==> src/rtl/tm_sr_pkg.sv <==
// Shared definitions for the TMIIa configuration shift-register engines:
// FSM state encoding and the sequence-index to bit-index mapping.
package tm_sr_pkg;

  typedef enum logic [2:0] {
    ST_IDLE  = 3'd0,
    ST_SETUP = 3'd1,
    ST_LOW   = 3'd2,
    ST_HIGH  = 3'd3,
    ST_LOAD  = 3'd4,
    ST_DONE  = 3'd5
  } sr_state_e;

  // Position in the parallel word of the seq_idx-th bit on the wire.
  // The same mapping is used for the transmitted and the captured word.
  function automatic int unsigned seq_to_bit(input int unsigned seq_idx,
                                             input int unsigned width,
                                             input bit          msb_first);
    int unsigned bit_idx;
    if (msb_first) begin
      bit_idx = width - 32'd1 - seq_idx;
    end else begin
      bit_idx = seq_idx;
    end
    return bit_idx;
  endfunction

endpackage

==> src/rtl/sr_clk_div.sv <==
// Phase timer for pad-clocked serial blocks: while run is high it counts
// DIV system-clock cycles per phase and flags the last cycle of each phase.
// Dropping run restarts the phase from zero.
module sr_clk_div #(
  parameter int DIV = 4
) (
  input  logic clk,
  input  logic rst_n,
  input  logic run,
  output logic phase_last
);

  localparam int PH_W = (DIV > 1) ? $clog2(DIV) : 1;
  localparam logic [PH_W-1:0] PH_MAX = PH_W'(DIV - 1);
  localparam logic [PH_W-1:0] PH_ONE = PH_W'(1);

  logic [PH_W-1:0] ph_cnt_r;

  assign phase_last = run && (ph_cnt_r == PH_MAX);

  // Phase cycle counter: wraps on the last cycle, held at zero while idle.
  always_ff @(posedge clk or negedge rst_n) begin
    if (!rst_n) begin
      ph_cnt_r <= {PH_W{1'b0}};
    end else if (!run) begin
      ph_cnt_r <= {PH_W{1'b0}};
    end else if (phase_last) begin
      ph_cnt_r <= {PH_W{1'b0}};
    end else begin
      ph_cnt_r <= ph_cnt_r + PH_ONE;
    end
  end

endmodule

==> src/rtl/shiftreg_rw_engine.sv <==
// Full-duplex read/write engine for the TMIIa configuration shift registers.
// Shifts one word into each of N_CHAIN chains on a shared generated sr_clk,
// capturing every chain's previous contents, then optionally strobes sr_load.
// All pad-facing outputs are registered.
module shiftreg_rw_engine
  import tm_sr_pkg::*;
#(
  parameter int DATA_WIDTH      = 170,
  parameter int CNT_WIDTH       = 8,
  parameter int N_CHAIN         = 1,
  parameter int SHIFT_DIRECTION = 1,
  parameter int DIV             = 4,
  parameter int LOAD_EN         = 1
) (
  input  logic                          clk,
  input  logic                          rst_n,
  input  logic                          start,
  input  logic                          abort,
  input  logic [N_CHAIN*DATA_WIDTH-1:0] din,
  output logic [N_CHAIN*DATA_WIDTH-1:0] dout,
  output logic                          dout_valid,
  output logic                          busy,
  output logic                          sr_clk,
  output logic [N_CHAIN-1:0]            sr_din,
  input  logic [N_CHAIN-1:0]            sr_dout,
  output logic                          sr_load
);

  localparam int CW    = CNT_WIDTH + 1;
  localparam int IDX_W = (DATA_WIDTH > 1) ? $clog2(DATA_WIDTH) : 1;
  localparam logic [CW-1:0] CNT_ONE = CW'(1);
  localparam logic [CW-1:0] CNT_END = CW'(DATA_WIDTH);
  localparam bit MSB_FIRST = (SHIFT_DIRECTION != 0);

  sr_state_e        state_r;
  sr_state_e        state_s;
  logic [CW-1:0]    bit_cnt_r;
  logic [CW-1:0]    bit_cnt_s;
  logic [CW-1:0]    bit_cnt_inc_s;
  logic             run_s;
  logic             phase_last_s;
  logic             accept_s;
  logic             shift_entry_s;
  logic             sample_s;
  logic [IDX_W-1:0] tx_idx_s;
  logic [IDX_W-1:0] rx_idx_s;

  logic busy_s;
  logic sr_clk_s;
  logic sr_load_s;
  logic dout_valid_s;

  logic busy_r;
  logic sr_clk_r;
  logic sr_load_r;
  logic dout_valid_r;

  assign run_s         = (state_r == ST_LOW) || (state_r == ST_HIGH) || (state_r == ST_LOAD);
  assign bit_cnt_inc_s = bit_cnt_r + CNT_ONE;

  sr_clk_div #(
    .DIV (DIV)
  ) u_clk_div (
    .clk        (clk),
    .rst_n      (rst_n),
    .run        (run_s),
    .phase_last (phase_last_s)
  );

  // FSM state register.
  always_ff @(posedge clk or negedge rst_n) begin
    if (!rst_n) begin
      state_r <= ST_IDLE;
    end else begin
      state_r <= state_s;
    end
  end

  // Next-state logic; abort wins over everything except an IDLE start.
  always_comb begin
    state_s = state_r;
    if ((state_r != ST_IDLE) && abort) begin
      state_s = ST_IDLE;
    end else begin
      case (state_r)
        ST_IDLE: begin
          if (start) state_s = ST_SETUP;
          else       state_s = ST_IDLE;
        end
        ST_SETUP: state_s = ST_LOW;
        ST_LOW: begin
          if (phase_last_s) state_s = ST_HIGH;
          else              state_s = ST_LOW;
        end
        ST_HIGH: begin
          if (!phase_last_s) begin
            state_s = ST_HIGH;
          end else if (bit_cnt_inc_s != CNT_END) begin
            state_s = ST_LOW;
          end else if (LOAD_EN != 0) begin
            state_s = ST_LOAD;
          end else begin
            state_s = ST_DONE;
          end
        end
        ST_LOAD: begin
          if (phase_last_s) state_s = ST_DONE;
          else              state_s = ST_LOAD;
        end
        ST_DONE: state_s = ST_IDLE;
        default: state_s = ST_IDLE;
      endcase
    end
  end

  // Output/datapath decode: next values of registered outputs and shift controls.
  always_comb begin
    busy_s        = (state_s != ST_IDLE);
    sr_clk_s      = (state_s == ST_HIGH);
    sr_load_s     = (state_s == ST_LOAD);
    dout_valid_s  = (state_s == ST_DONE);
    accept_s      = (state_r == ST_IDLE) && start;
    shift_entry_s = (state_s == ST_LOW) && (state_r != ST_LOW);
    sample_s      = (state_r == ST_LOW) && (state_s == ST_HIGH);
    bit_cnt_s     = bit_cnt_r;
    case (state_r)
      ST_SETUP: bit_cnt_s = {CW{1'b0}};
      ST_HIGH: begin
        if (phase_last_s) bit_cnt_s = bit_cnt_inc_s;
        else              bit_cnt_s = bit_cnt_r;
      end
      default: bit_cnt_s = bit_cnt_r;
    endcase
    tx_idx_s = IDX_W'(seq_to_bit(32'(bit_cnt_s), DATA_WIDTH, MSB_FIRST));
    rx_idx_s = IDX_W'(seq_to_bit(32'(bit_cnt_r), DATA_WIDTH, MSB_FIRST));
  end

  // Registered control outputs and the shared bit counter.
  always_ff @(posedge clk or negedge rst_n) begin
    if (!rst_n) begin
      busy_r       <= 1'b0;
      sr_clk_r     <= 1'b0;
      sr_load_r    <= 1'b0;
      dout_valid_r <= 1'b0;
      bit_cnt_r    <= {CW{1'b0}};
    end else begin
      busy_r       <= busy_s;
      sr_clk_r     <= sr_clk_s;
      sr_load_r    <= sr_load_s;
      dout_valid_r <= dout_valid_s;
      bit_cnt_r    <= bit_cnt_s;
    end
  end

  assign busy       = busy_r;
  assign sr_clk     = sr_clk_r;
  assign sr_load    = sr_load_r;
  assign dout_valid = dout_valid_r;

  for (genvar k = 0; k < N_CHAIN; k++) begin : g_chain
    logic [DATA_WIDTH-1:0] tx_r;
    logic [DATA_WIDTH-1:0] rx_r;
    logic [DATA_WIDTH-1:0] dout_r;
    logic                  sr_din_r;

    // Transmit shadow: captured at acceptance so din may change mid-transfer.
    always_ff @(posedge clk or negedge rst_n) begin
      if (!rst_n) begin
        tx_r <= {DATA_WIDTH{1'b0}};
      end else if (accept_s) begin
        tx_r <= din[k*DATA_WIDTH +: DATA_WIDTH];
      end
    end

    // Receive shadow: one bit captured on the last LOW cycle, just before sr_clk rises.
    always_ff @(posedge clk or negedge rst_n) begin
      if (!rst_n) begin
        rx_r <= {DATA_WIDTH{1'b0}};
      end else if (accept_s) begin
        rx_r <= {DATA_WIDTH{1'b0}};
      end else if (sample_s) begin
        rx_r[rx_idx_s] <= sr_dout[k];
      end
    end

    // Serial data out: changes only on entry to LOW (the sr_clk fall), zero when idle.
    always_ff @(posedge clk or negedge rst_n) begin
      if (!rst_n) begin
        sr_din_r <= 1'b0;
      end else if (state_s == ST_IDLE) begin
        sr_din_r <= 1'b0;
      end else if (shift_entry_s) begin
        sr_din_r <= tx_r[tx_idx_s];
      end
    end

    // Read-back word: published together with dout_valid, held otherwise.
    always_ff @(posedge clk or negedge rst_n) begin
      if (!rst_n) begin
        dout_r <= {DATA_WIDTH{1'b0}};
      end else if (dout_valid_s) begin
        dout_r <= rx_r;
      end
    end

    assign dout[k*DATA_WIDTH +: DATA_WIDTH] = dout_r;
    assign sr_din[k]                        = sr_din_r;
  end

endmodule

==> config.mk <==
export PLATFORM = sky130hd
export DESIGN_NAME = shiftreg_rw_engine
export DESIGN_NICKNAME = d
export VERILOG_FILES = /design/src/rtl/tm_sr_pkg.sv /design/src/rtl/sr_clk_div.sv /design/src/rtl/shiftreg_rw_engine.sv
export SDC_FILE = /design/constraint.sdc
export NUM_CORES = 1
export LEC_CHECK = 0
export BUFFER_PORTS_ARGS = -buffer_cell sky130_fd_sc_hd__clkbuf_2
export CAP_MARGIN = 20
export CORE_UTILIZATION = 30
export DETAILED_ROUTE_END_ITERATION = 10
export GPL_ROUTABILITY_DRIVEN = 1
export PLACE_DENSITY = 0.56
export SLEW_MARGIN = 20
export SYNTH_ARGS = -nofsm -noshare
export SYNTH_HDL_FRONTEND = slang
export SYNTH_SLANG_ARGS = --single-unit
==> constraint.sdc <==
create_clock -name clk -period 5.2 [get_ports clk]
set_input_delay 1.04 -clock clk [delete_from_list [all_inputs] [get_ports clk]]
set_output_delay 1.04 -clock clk [all_outputs]
set_load 0.01 [all_outputs]
==> impl_metrics.csv, run 1 <==
group,metric,value,unit
run_status,outcome,"complete, no violations",
clock_network,clockBufferDepth,3,
clock_network,cts_root_buf,"clkbuf_16",
worst_setup_path,crit-reg2reg-launch,"state_r[1]$_DFF_PN0_",
clock_network,htree_num_levels,2,
synth,synthTopCellsByArea,"dfrtp_1 57%, mux2_2 17%, mux2i_1 8.5%",
clock_network,cts_tree,"built",
floorplanning,dieWidth,280,um
finish,final_area,0.0283,sq mm
worst_setup_path,path_max_fanout,36,
timing,rsz0062_at_grt,"no",
worst_setup_path,r2r_slack,1140,ps
route,drc,0,
route,antenna_left,0,
grt,grt_use_total,17.4,%
clock_network,cts_resized,0,
timing,final.setup.worst_slack,1140,ps
placement,numPortBuffers,349,
placement,placed_area,0.0262,sq mm
finish,drive_above_1_share,38.6,%
timing,finalMaxSlewViolations,0,
placement,pre_cts_ws,1150,ps
route,dr_total_vias,15792,
timing,hold_viol,0,
grt,grt_pass1_wl,104000,um
clock_network,clk_latency,630,ps
floorplanning,boundaryPins,350,
timing,holdWs,454,ps
timing,slew_headroom,32.2,%
synth,ys_types,70,
placement,dp_cells,3202,
hold_path,hold_path.class,"reg -> reg",
synth,synth_edf_count,0,
synth,synth.largest_area_cell,"dfrtp_1",
route,vias_per_cell,4.76,
floorplanning,die_h,280,um
synth,synth_area_per_cell,12.2,sq um
finish,fin_cells,3316,
timing,setup-tns-final,0,ps
clock_network,cts_inserted_buffers,59,
synth,syn_inst,1913,
worst_setup_path,path_class,"reg -> reg",
worst_setup_path,worst_r2r_path_depth,13,
power,powerDensity,361,mW/mm^2
synth,yosys_warnings,0,
finish,layout_commonest_cell,"dfrtp_1",
grt,grt.overflow.total,0,
hold_path,holdPathEnd,"u_clk_div.ph_cnt_r[0]$_DFF_PN0_",
worst_setup_path,cpPeakStageDelay,690,ps
worst_setup_path,crit_buf_inv,2,
finish,fin_nets,2417,
finish,area_growth,21.9,%
floorplanning,initial_utilization,30.5,%
worst_setup_path,path_delay_family,"compound AO/OA/AOI/OAI gates",
route,drt-total-wl,68800,um
floorplanning,dieArea,0.0786,sq mm
clock_network,clock-sinks,529,
timing,fmax,0.246,GHz
timing,period_needed,4060,ps
finish,final_cell_mix,"529 x dfrtp_1, 347 x clkbuf_2, 343 x mux2_2",
power,vdd_drop_max,0.295,mV
worst_setup_path,worstSetupStartpointType,"flop",
grt,grt_max_degree,172,
clock_network,cts_setup_buffers,0,
synth,yosys_most_used_dff,"dfrtp_1",
floorplanning,num_rows,101,
timing,finalSetupViolations,0,
worst_setup_path,critical_path_required,5750,ps
timing,skew,36.4,ps
worst_setup_path,crit_path_top_delay_cell,"dfrtp_1",
timing,fin_crit_sh,78.1,%
synth,ys_ff_latch,529,
synth,synth_top_area_share,56.9,%
worst_setup_path,critPathArrivalTime,4610,ps
route,dr.pass1.iters,5,
hold_path,hold_start,"u_clk_div.ph_cnt_r[0]$_DFF_PN0_",
grt,grt_antenna_before_repair,7,
placement,gp_congestion,0.833,
power,power.leakage,0.0146,uW
worst_setup_path,r2r_end,"sr_din$_DFFE_PN0P_",
synth,ys_seq_area_share,56.9,%
hold_path,holdPathStages,1,
clock_network,path_clk_slew,60,ps
floorplanning,core-area,0.0763,sq mm
finish,num-fill-cells,7498,
worst_setup_path,path_cells,"nand4b_1, o21ai_0, inv_1, ha_1, and3_4, nor2_4, buf_4, mux2i_1, mux4_2, o22ai_1, a311oi_1, o31a_1, a31oi_1",
synth,synthArstFlopShare,100,%
timing,worst_slew_pin_slew,1020,ps
route,drtIter0Drc,998,
synth,netlist_area,0.0233,sq mm
run,drv_cap,0,
grt,grt_pass1_vias,16509,
placement,dp_hpwl,46000,um
route,wl_per_cell,20.7,um
worst_setup_path,end_kind,"flop",
clock_network,ctsHoldBuffers,0,
synth,syn_nets,2096,
## metrics by stage
stage	power, uW	utilization [%]
floorplan	5450	-
global placement	5820	34.4
detailed placement	5860	34.4
CTS	10400	37.1
global route	10700	37.1
finish	10200	37.1
## power by group
group	internal, uW	switching, uW
sequential	4510	227
combinational	547	497
clock	2680	1780
total	7730	2500
## how the worst max path moves through the flow
stage,startpoint,end,slack (ps),cells after the start
after global placement,bit_cnt_r[1]$_DFF_PN0_,sr_din$_DFFE_PN0P_,1220,15
after global routing,state_r[1]$_DFF_PN0_,sr_din$_DFFE_PN0P_,800,13
final,state_r[1]$_DFF_PN0_,sr_din$_DFFE_PN0P_,1140,13
after detailed placement,bit_cnt_r[1]$_DFF_PN0_,g_chain[0].rx_r[47]$_DFFE_PN0P_,1150,12
after CTS,bit_cnt_r[1]$_DFF_PN0_,g_chain[0].rx_r[127]$_DFFE_PN0P_,1140,12
after floorplan,bit_cnt_r[1]$_DFF_PN0_,sr_din$_DFFE_PN0P_,1200,16
## Yosys cell counts, types with 3 or more instances
cell,number
a22oi_1,5
and3_1,7
o211a_1,5
a22o_1,3
inv_1,13
and2_1,3
xor2_1,5
a311oi_1,3
a31oi_1,4
mux2i_1,197
a21oi_1,32
o211ai_1,6
clkbuf_1,102
nor2_2,5
nand2b_1,9
nand4_1,6
nor3_1,11
xnor2_1,8
o22ai_1,3
buf_2,19
nor4_1,3
mux2_2,343
o21ai_0,18
a2111oi_0,4
dfrtp_1,529
o21a_1,4
a221oi_1,4
nand2_1,251
a21boi_0,4
nor2_1,206
buf_1,5
nand3_1,24
mux4_2,12
or4b_2,4
ha_1,8
nor2b_1,5
## logic make-up (layout without fill, tap and decap cells)
family,count (synthesis),count (layout),synth area share (%)
AOI/OAI and AO/OA,116,116,3.45
xor gates and xnor gates,13,13,0.490
adders and majority gates,8,8,0.430
buffers and inverters,146,514,2.56
DFF,529,529,56.9
muxes,552,552,26.2
other,0,5,0
and+or+nand+nor,549,549,9.89
## routing by layer
metal | global-route usage, % | vias up | wire, um
met5 | 0 | - | 20
met4 | 6.05 | 4 | 2300
met2 | 29.0 | 336 | 33300
met3 | 3.34 | 111 | 3160
li1 | - | 7247 | -
met1 | 22.5 | 8094 | 30000
## state kept, by name, summed over array words and instances, names as in the netlist
register / cells
g_chain.rx_r: 170
sr_load: 1
sr_din: 1
dout_valid: 1
sr_clk: 1
dout: 170
busy: 1
g_chain.tx_r: 170
u_clk_div.ph_cnt_r: 2
state_r: 3
bit_cnt_r: 9
## final cells by class
type	instances	area (sq um)	area share [%]
multi-input combinational	1238	9470	33.4
inverter	15	56.3	0.199
tap	1030	1290	4.55
clock buffer	76	1640	5.79
clock inverter	32	438	1.55
timing repair buffer	391	2190	7.74
antenna	5	12.5	0.0441
sequential	529	13200	46.7
Note: power is estimated with default switching activity, not from simulation.
==> run 2, diff against run 1 <==
--- a/config.mk
+++ b/config.mk
@@ -5,6 +5,7 @@
 export SDC_FILE = /design/constraint.sdc
 export NUM_CORES = 1
 export LEC_CHECK = 0
+export ABC_AREA = 1
 export BUFFER_PORTS_ARGS = -buffer_cell sky130_fd_sc_hd__clkbuf_2
 export CAP_MARGIN = 20
 export CORE_UTILIZATION = 30
==> constraint.sdc (replaced) <==
create_clock -name clk -period 4 [get_ports clk]
set_input_delay 0.8 -clock clk [delete_from_list [all_inputs] [get_ports clk]]
set_output_delay 0.8 -clock clk [all_outputs]
set_load 0.01 [all_outputs]
==> run 2 against run 1 <==
Against the previous run: synthesized cell count is 61% higher; routed wire length is 15% higher; area after synthesis up 8.3%; hold slack lost 240 ps; fmax grew 14%; highest routed layer unchanged.
==> impl_metrics.csv, run 2 <==
group,metric,value,unit
finish,fin_nets,3545,
route,dr.pass1.iters,5,
synth,synth.largest_area_cell,"dfrtp_1",
timing,fin_crit_sh,89.4,%
synth,syn_inst,3073,
synth,ys_types,31,
clock_network,clock-sinks,529,
synth,ys_seq_area_share,52.5,%
timing,fmax,0.280,GHz
run,drv_cap,0,
floorplanning,core-area,0.0826,sq mm
finish,diodes,0,
worst_setup_path,cp_common_cell,"nand2_1",
grt,grt_pass1_wl,123000,um
placement,pre_cts_ws,323,ps
timing,holdWs,213,ps
finish,drive_above_1_share,21.0,%
grt,grt_max_degree,266,
finish,area_growth,19.8,%
synth,ys_ff_latch,529,
route,drtIter0Drc,1469,
power,powerDensity,511,mW/mm^2
timing,skew,22.3,ps
worst_setup_path,critPathArrivalTime,4110,ps
route,drc,0,
synth,netlist_area,0.0252,sq mm
clock_network,htree_num_levels,3,
grt,grt_pass1_vias,20168,
worst_setup_path,cp-endpoint,"sr_din$_DFFE_PN0P_",
worst_setup_path,cpPeakStageDelay,460,ps
worst_setup_path,critical_path_depth,17,
worst_setup_path,crit_path_top_delay_cell,"nand2_1",
timing,rsz0062_at_grt,"no",
synth,yosys_warnings,0,
synth,yosys-top-cells-count,"1008 x nand2_1, 529 x dfrtp_1, 465 x nor2_1",
timing,hold_viol,0,
worst_setup_path,worstSetupStartpointType,"flop",
power,vdd_drop_max,0.303,mV
synth,yosysMostFrequentCell,"nand2_1",
worst_setup_path,crit_buf_inv,3,
clock_network,clockBufferDepth,3,
finish,layout_commonest_cell,"nand2_1",
clock_network,ctsHoldBuffers,0,
synth,synthArstFlopShare,100,%
worst_setup_path,path_class,"reg -> reg",
placement,dp_hpwl,51200,um
finish,final_cell_mix,"1007 x nand2_1, 529 x dfrtp_1, 452 x nor2_1",
clock_network,cts_root_buf,"clkbuf_16",
clock_network,cts_tree,"built",
timing,worst_slew_pin_slew,1060,ps
clock_network,clk_latency,610,ps
timing,setup-tns-final,0,ps
synth,synth_area_per_cell,8.20,sq um
finish,multiInputGateArea,0.0103,sq mm
timing,finalMaxSlewViolations,0,
finish,num-fill-cells,8610,
grt,grt.overflow.total,0,
finish,fin_cells,4480,
clock_network,cts_setup_buffers,0,
synth,synth_edf_count,0,
worst_setup_path,path_max_fanout,12,
worst_setup_path,critical_path_required,4530,ps
power,power.leakage,0.0158,uW
clock_network,cts_resized,0,
placement,placed_area,0.0279,sq mm
timing,final.setup.worst_slack,424,ps
timing,finalSetupViolations,0,
floorplanning,die_h,292,um
grt,grt_antenna_before_repair,7,
placement,gp_congestion,0.784,
synth,syn_nets,3256,
route,drt-total-wl,79400,um
floorplanning,dieArea,0.0851,sq mm
clock_network,path_clk_slew,60,ps
worst_setup_path,r2r_slack,420,ps
timing,slew_headroom,29.0,%
timing,period_needed,3580,ps
route,wl_per_cell,17.7,um
finish,final_area,0.0302,sq mm
run_status,outcome,"complete, no violations",
route,dr_total_vias,20741,
clock_network,cts_inserted_buffers,66,
worst_setup_path,worst_r2r_path_depth,17,
floorplanning,boundaryPins,350,
route,antenna_left,0,
worst_setup_path,crit_path_start,"u_clk_div.ph_cnt_r[0]$_DFF_PN0_",
placement,dp_cells,4362,
worst_setup_path,crit-reg2reg-launch,"u_clk_div.ph_cnt_r[0]$_DFF_PN0_",
worst_setup_path,path_delay_family,"simple AND/OR/NAND/NOR gates",
grt,grt_use_total,18.7,%
synth,yosys_most_used_dff,"dfrtp_1",
floorplanning,initial_utilization,30.5,%
synth,synthTopCellsByArea,"dfrtp_1 53%, nand2_1 15%, mux2_2 7.6%",
finish,layout.area.seq,0.0132,sq mm
floorplanning,dieWidth,292,um
worst_setup_path,end_kind,"flop",
floorplanning,num_rows,105,
synth,synth_top_area_share,52.5,%
hold_path,hold_path.class,"in -> async",
placement,numPortBuffers,349,
worst_setup_path,path_cells,"ha_1, nand4_2, nand2_1, o21ai_1, inv_1, ha_1, inv_1, nand2_1, nand2_1, inv_1, nand3_1, nand3_1, nand3_1, nand2_1, a21oi_1, nand2_1, nand2_1",
worst_setup_path,r2r_end,"sr_din$_DFFE_PN0P_",
route,vias_per_cell,4.63,
[run 2: worst min-delay path by stage]
stage               depth (start not counted)  slack [ps]                            start                         endpoint
CTS                                         1         210                            rst_n             dout[56]$_DFFE_PN0P_
detailed placement                          1         440  u_clk_div.ph_cnt_r[0]$_DFF_PN0_  u_clk_div.ph_cnt_r[0]$_DFF_PN0_
floorplan                                   1         410  u_clk_div.ph_cnt_r[0]$_DFF_PN0_  u_clk_div.ph_cnt_r[0]$_DFF_PN0_
finish                                      1         210                            rst_n             dout[56]$_DFFE_PN0P_
global route                                1         250                            rst_n             dout[56]$_DFFE_PN0P_
global placement                            1         430  u_clk_div.ph_cnt_r[0]$_DFF_PN0_  u_clk_div.ph_cnt_r[0]$_DFF_PN0_
[run 2: final cells by class]
class,count,share of cell area (%)
clock buffer,87,6.07
sequential,529,43.8
tap,1070,4.43
inverter,206,2.59
multi-input combinational,2158,34.1
timing repair buffer,401,7.66
clock inverter,29,1.35
[run 2: metrics by stage]
stage | total power [uW] | utilization, %
floorplan | 8540 | -
global placement | 9300 | 33.8
detailed placement | 9360 | 33.8
CTS | 15600 | 36.5
global route | 16200 | 36.5
finish | 15400 | 36.5
[run 2: cells by family after synthesis]
kind of cell	share of synthesized area (%)
and+or+nand+nor	31.6
DFF	52.5
buffers and inverters	7.01
muxes	7.55
AOI/OAI and AO/OA	0.546
xor gates and xnor gates	0.382
adders and majority gates	0.397
[run 2: layer usage]
layer  vias up  routed length (um)  track usage, %  share of wire [%]
li1      10254                   -               -                  -
met1      9806               36100            25.9                 46
met2       565               37000            29.9                 47
met3       104                4720            3.68                5.9
met4        12                1460            4.60                1.8
met5         -                  84               0               0.11
[run 2: power breakdown]
part           switching (uW)  total [uW]  internal [uW]
Clock                    2510        6170           3660
Sequential                479        6730           6260
Combinational            1290        2510           1220
==> run 3, diff against run 2 <==
--- a/config.mk
+++ b/config.mk
@@ -11,6 +11,7 @@
 export CORE_UTILIZATION = 30
 export DETAILED_ROUTE_END_ITERATION = 10
 export GPL_ROUTABILITY_DRIVEN = 1
+export GPL_TIMING_DRIVEN = 0
 export PLACE_DENSITY = 0.56
 export SLEW_MARGIN = 20
 export SYNTH_ARGS = -nofsm -noshare
==> run 3 against run 2 <==
Against the previous run: combinational power grew 3%; via count up 4.5%; non-clock buffer count increased by 141; worst setup slack worse by 170 ps; critical path depth is the same; sequential power rose by 0.7%; highest routed layer unchanged.
==> impl_metrics.csv, run 3 (same netlist as run 2, synthesis figures left out) <==
group,metric,value,unit
clock_network,cts_tree,"built",
route,dr_total_vias,21679,
grt,grt_max_degree,90,
clock_network,cts_inserted_buffers,61,
worst_setup_path,crit-reg2reg-launch,"u_clk_div.ph_cnt_r[0]$_DFF_PN0_",
worst_setup_path,critical_path_required,4590,ps
timing,slew_headroom,21.3,%
clock_network,clock-sinks,529,
timing,skew,49.3,ps
placement,dp_hpwl,61900,um
clock_network,clk_latency,650,ps
finish,fin_cells,4618,
route,wl_per_cell,18.5,um
grt,grt_use_total,19.7,%
worst_setup_path,critPathArrivalTime,4340,ps
run,drv_cap,0,
timing,rsz0062_at_grt,"no",
timing,worst_slew_pin_slew,1180,ps
route,drc,0,
timing,finalSetupViolations,0,
finish,num-fill-cells,8566,
worst_setup_path,crit_path_start,"u_clk_div.ph_cnt_r[0]$_DFF_PN0_",
route,dr.pass1.iters,5,
finish,final_area,0.0307,sq mm
timing,fin_crit_sh,93.8,%
worst_setup_path,end_kind,"flop",
grt,grt_pass1_vias,20801,
grt,grt_antenna_before_repair,9,
clock_network,cts_setup_buffers,0,
power,vdd_drop_max,0.395,mV
floorplanning,core-area,0.0826,sq mm
worst_setup_path,path_max_fanout,10,
placement,placed_area,0.0286,sq mm
clock_network,htree_num_levels,2,
finish,drive_above_1_share,21.3,%
route,antenna_left,0,
clock_network,clockBufferDepth,3,
route,drt-total-wl,85200,um
power,powerDensity,499,mW/mm^2
grt,grt_pass1_wl,128000,um
hold_path,hold_path.class,"in -> async",
placement,numPortBuffers,349,
placement,dp_cells,4505,
worst_setup_path,worstSetupStartpointType,"flop",
finish,fin_nets,3681,
floorplanning,boundaryPins,350,
timing,setup-tns-final,0,ps
floorplanning,dieWidth,292,um
timing,period_needed,3750,ps
route,drtIter0Drc,1609,
grt,grt.overflow.total,0,
placement,gp_congestion,0.843,
clock_network,cts_root_buf,"clkbuf_16",
floorplanning,die_h,292,um
clock_network,path_clk_slew,60,ps
floorplanning,num_rows,105,
timing,final.setup.worst_slack,249,ps
finish,area_growth,22.0,%
timing,finalMaxSlewViolations,0,
run_status,outcome,"complete, no violations",
timing,fmax,0.267,GHz
finish,multiInputGateArea,0.0102,sq mm
timing,hold_viol,0,
power,power.leakage,0.0162,uW
placement,pre_cts_ws,149,ps
finish,final_cell_mix,"1008 x nand2_1, 529 x dfrtp_1, 457 x nor2_1",
worst_setup_path,path_class,"reg -> reg",
finish,layout_commonest_cell,"nand2_1",
floorplanning,dieArea,0.0851,sq mm
timing,holdWs,224,ps
finish,layout.area.seq,0.0132,sq mm
floorplanning,initial_utilization,30.5,%
route,vias_per_cell,4.69,
## run 3: changes by cell type in the layout (fill, tap and decap cells not counted), moves of 6 or more
cell	delta
buf_1	+7
buf_12	-10
buf_2	+47
buf_4	-29
buf_6	+30
clkbuf_1	+82
clkbuf_2	+7
clkbuf_8	+6
## run 3: what timing repair did
item	CTS	global route
endpoints found under the setup margin	0	1
resized for setup	0	8
hold buffers	0	0
## run 3: power by group
group / total [uW] / switching (uW) / internal, uW / leakage (uW)
combinational: 2580 / 1340 / 1250 / 0.00812
sequential: 6780 / 521 / 6260 / 0.00699
clock: 5990 / 2380 / 3610 / 0.00105
total: 15300 / 4240 / 11100 / 0.0162
## run 3: worst paths after layout
check | depth (start not counted) | slack (ps) | to
max | 17 | 250 | sr_din$_DFFE_PN0P_
min | 1 | 220 | dout[54]$_DFFE_PN0P_
max reg2reg | 17 | 250 | sr_din$_DFFE_PN0P_
min reg2reg | 1 | 440 | u_clk_div.ph_cnt_r[0]$_DFF_PN0_
max in group asynchronous | 4 | 2160 | g_chain[0].tx_r[63]$_DFFE_PN0P_
min in group clk | 2 | 380 | g_chain[0].tx_r[131]$_DFFE_PN0P_
## run 3: final cells by class
type | instances | share of cell area (%)
Sequential cell | 529 | 43.1
Buffer | 180 | 3.26
Antenna cell | 1 | 0.00814
Clock buffer | 90 | 5.81
Multi-Input combinational cell | 2158 | 33.2
Timing Repair Buffer | 362 | 6.58
Inverter | 206 | 2.52
Tap cell | 1070 | 4.36
Clock inverter | 22 | 1.18
## run 3: stage by stage
| stage | total power (uW) | util [%] |
|---|---|---|
| 2_1_floorplan | 8540 | - |
| 3_3_place_gp | 9400 | 34.2 |
| 3_5_place_dp | 9470 | 34.6 |
| 4_1_cts | 15500 | 37.2 |
| 5_1_grt | 16100 | 37.2 |
| 6_report | 15300 | 37.2 |
## run 3: critical path, cell delays in order (launching register included)
cell,delay (ps)
dfrtp_1,350
ha_1,250
nand4_2,270
inv_2,190
nand2_1,80
nand2_2,190
inv_2,140
buf_2,270
ha_1,430
clkbuf_1,570
nand3_1,250
nand3_1,140
nand3_1,130
nand3_1,100
nand3_1,80
nand3_1,100
nand2_1,80
nand2_1,60
## run 3: layer usage
layer / track usage (%) / up-vias / wire length, um
met5: 0 / - / 90
met4: 6.19 / 14 / 2500
met3: 3.81 / 147 / 5260
met2: 32.3 / 716 / 39700
met1: 26.1 / 10259 / 37700
li1: - / 10543 / -
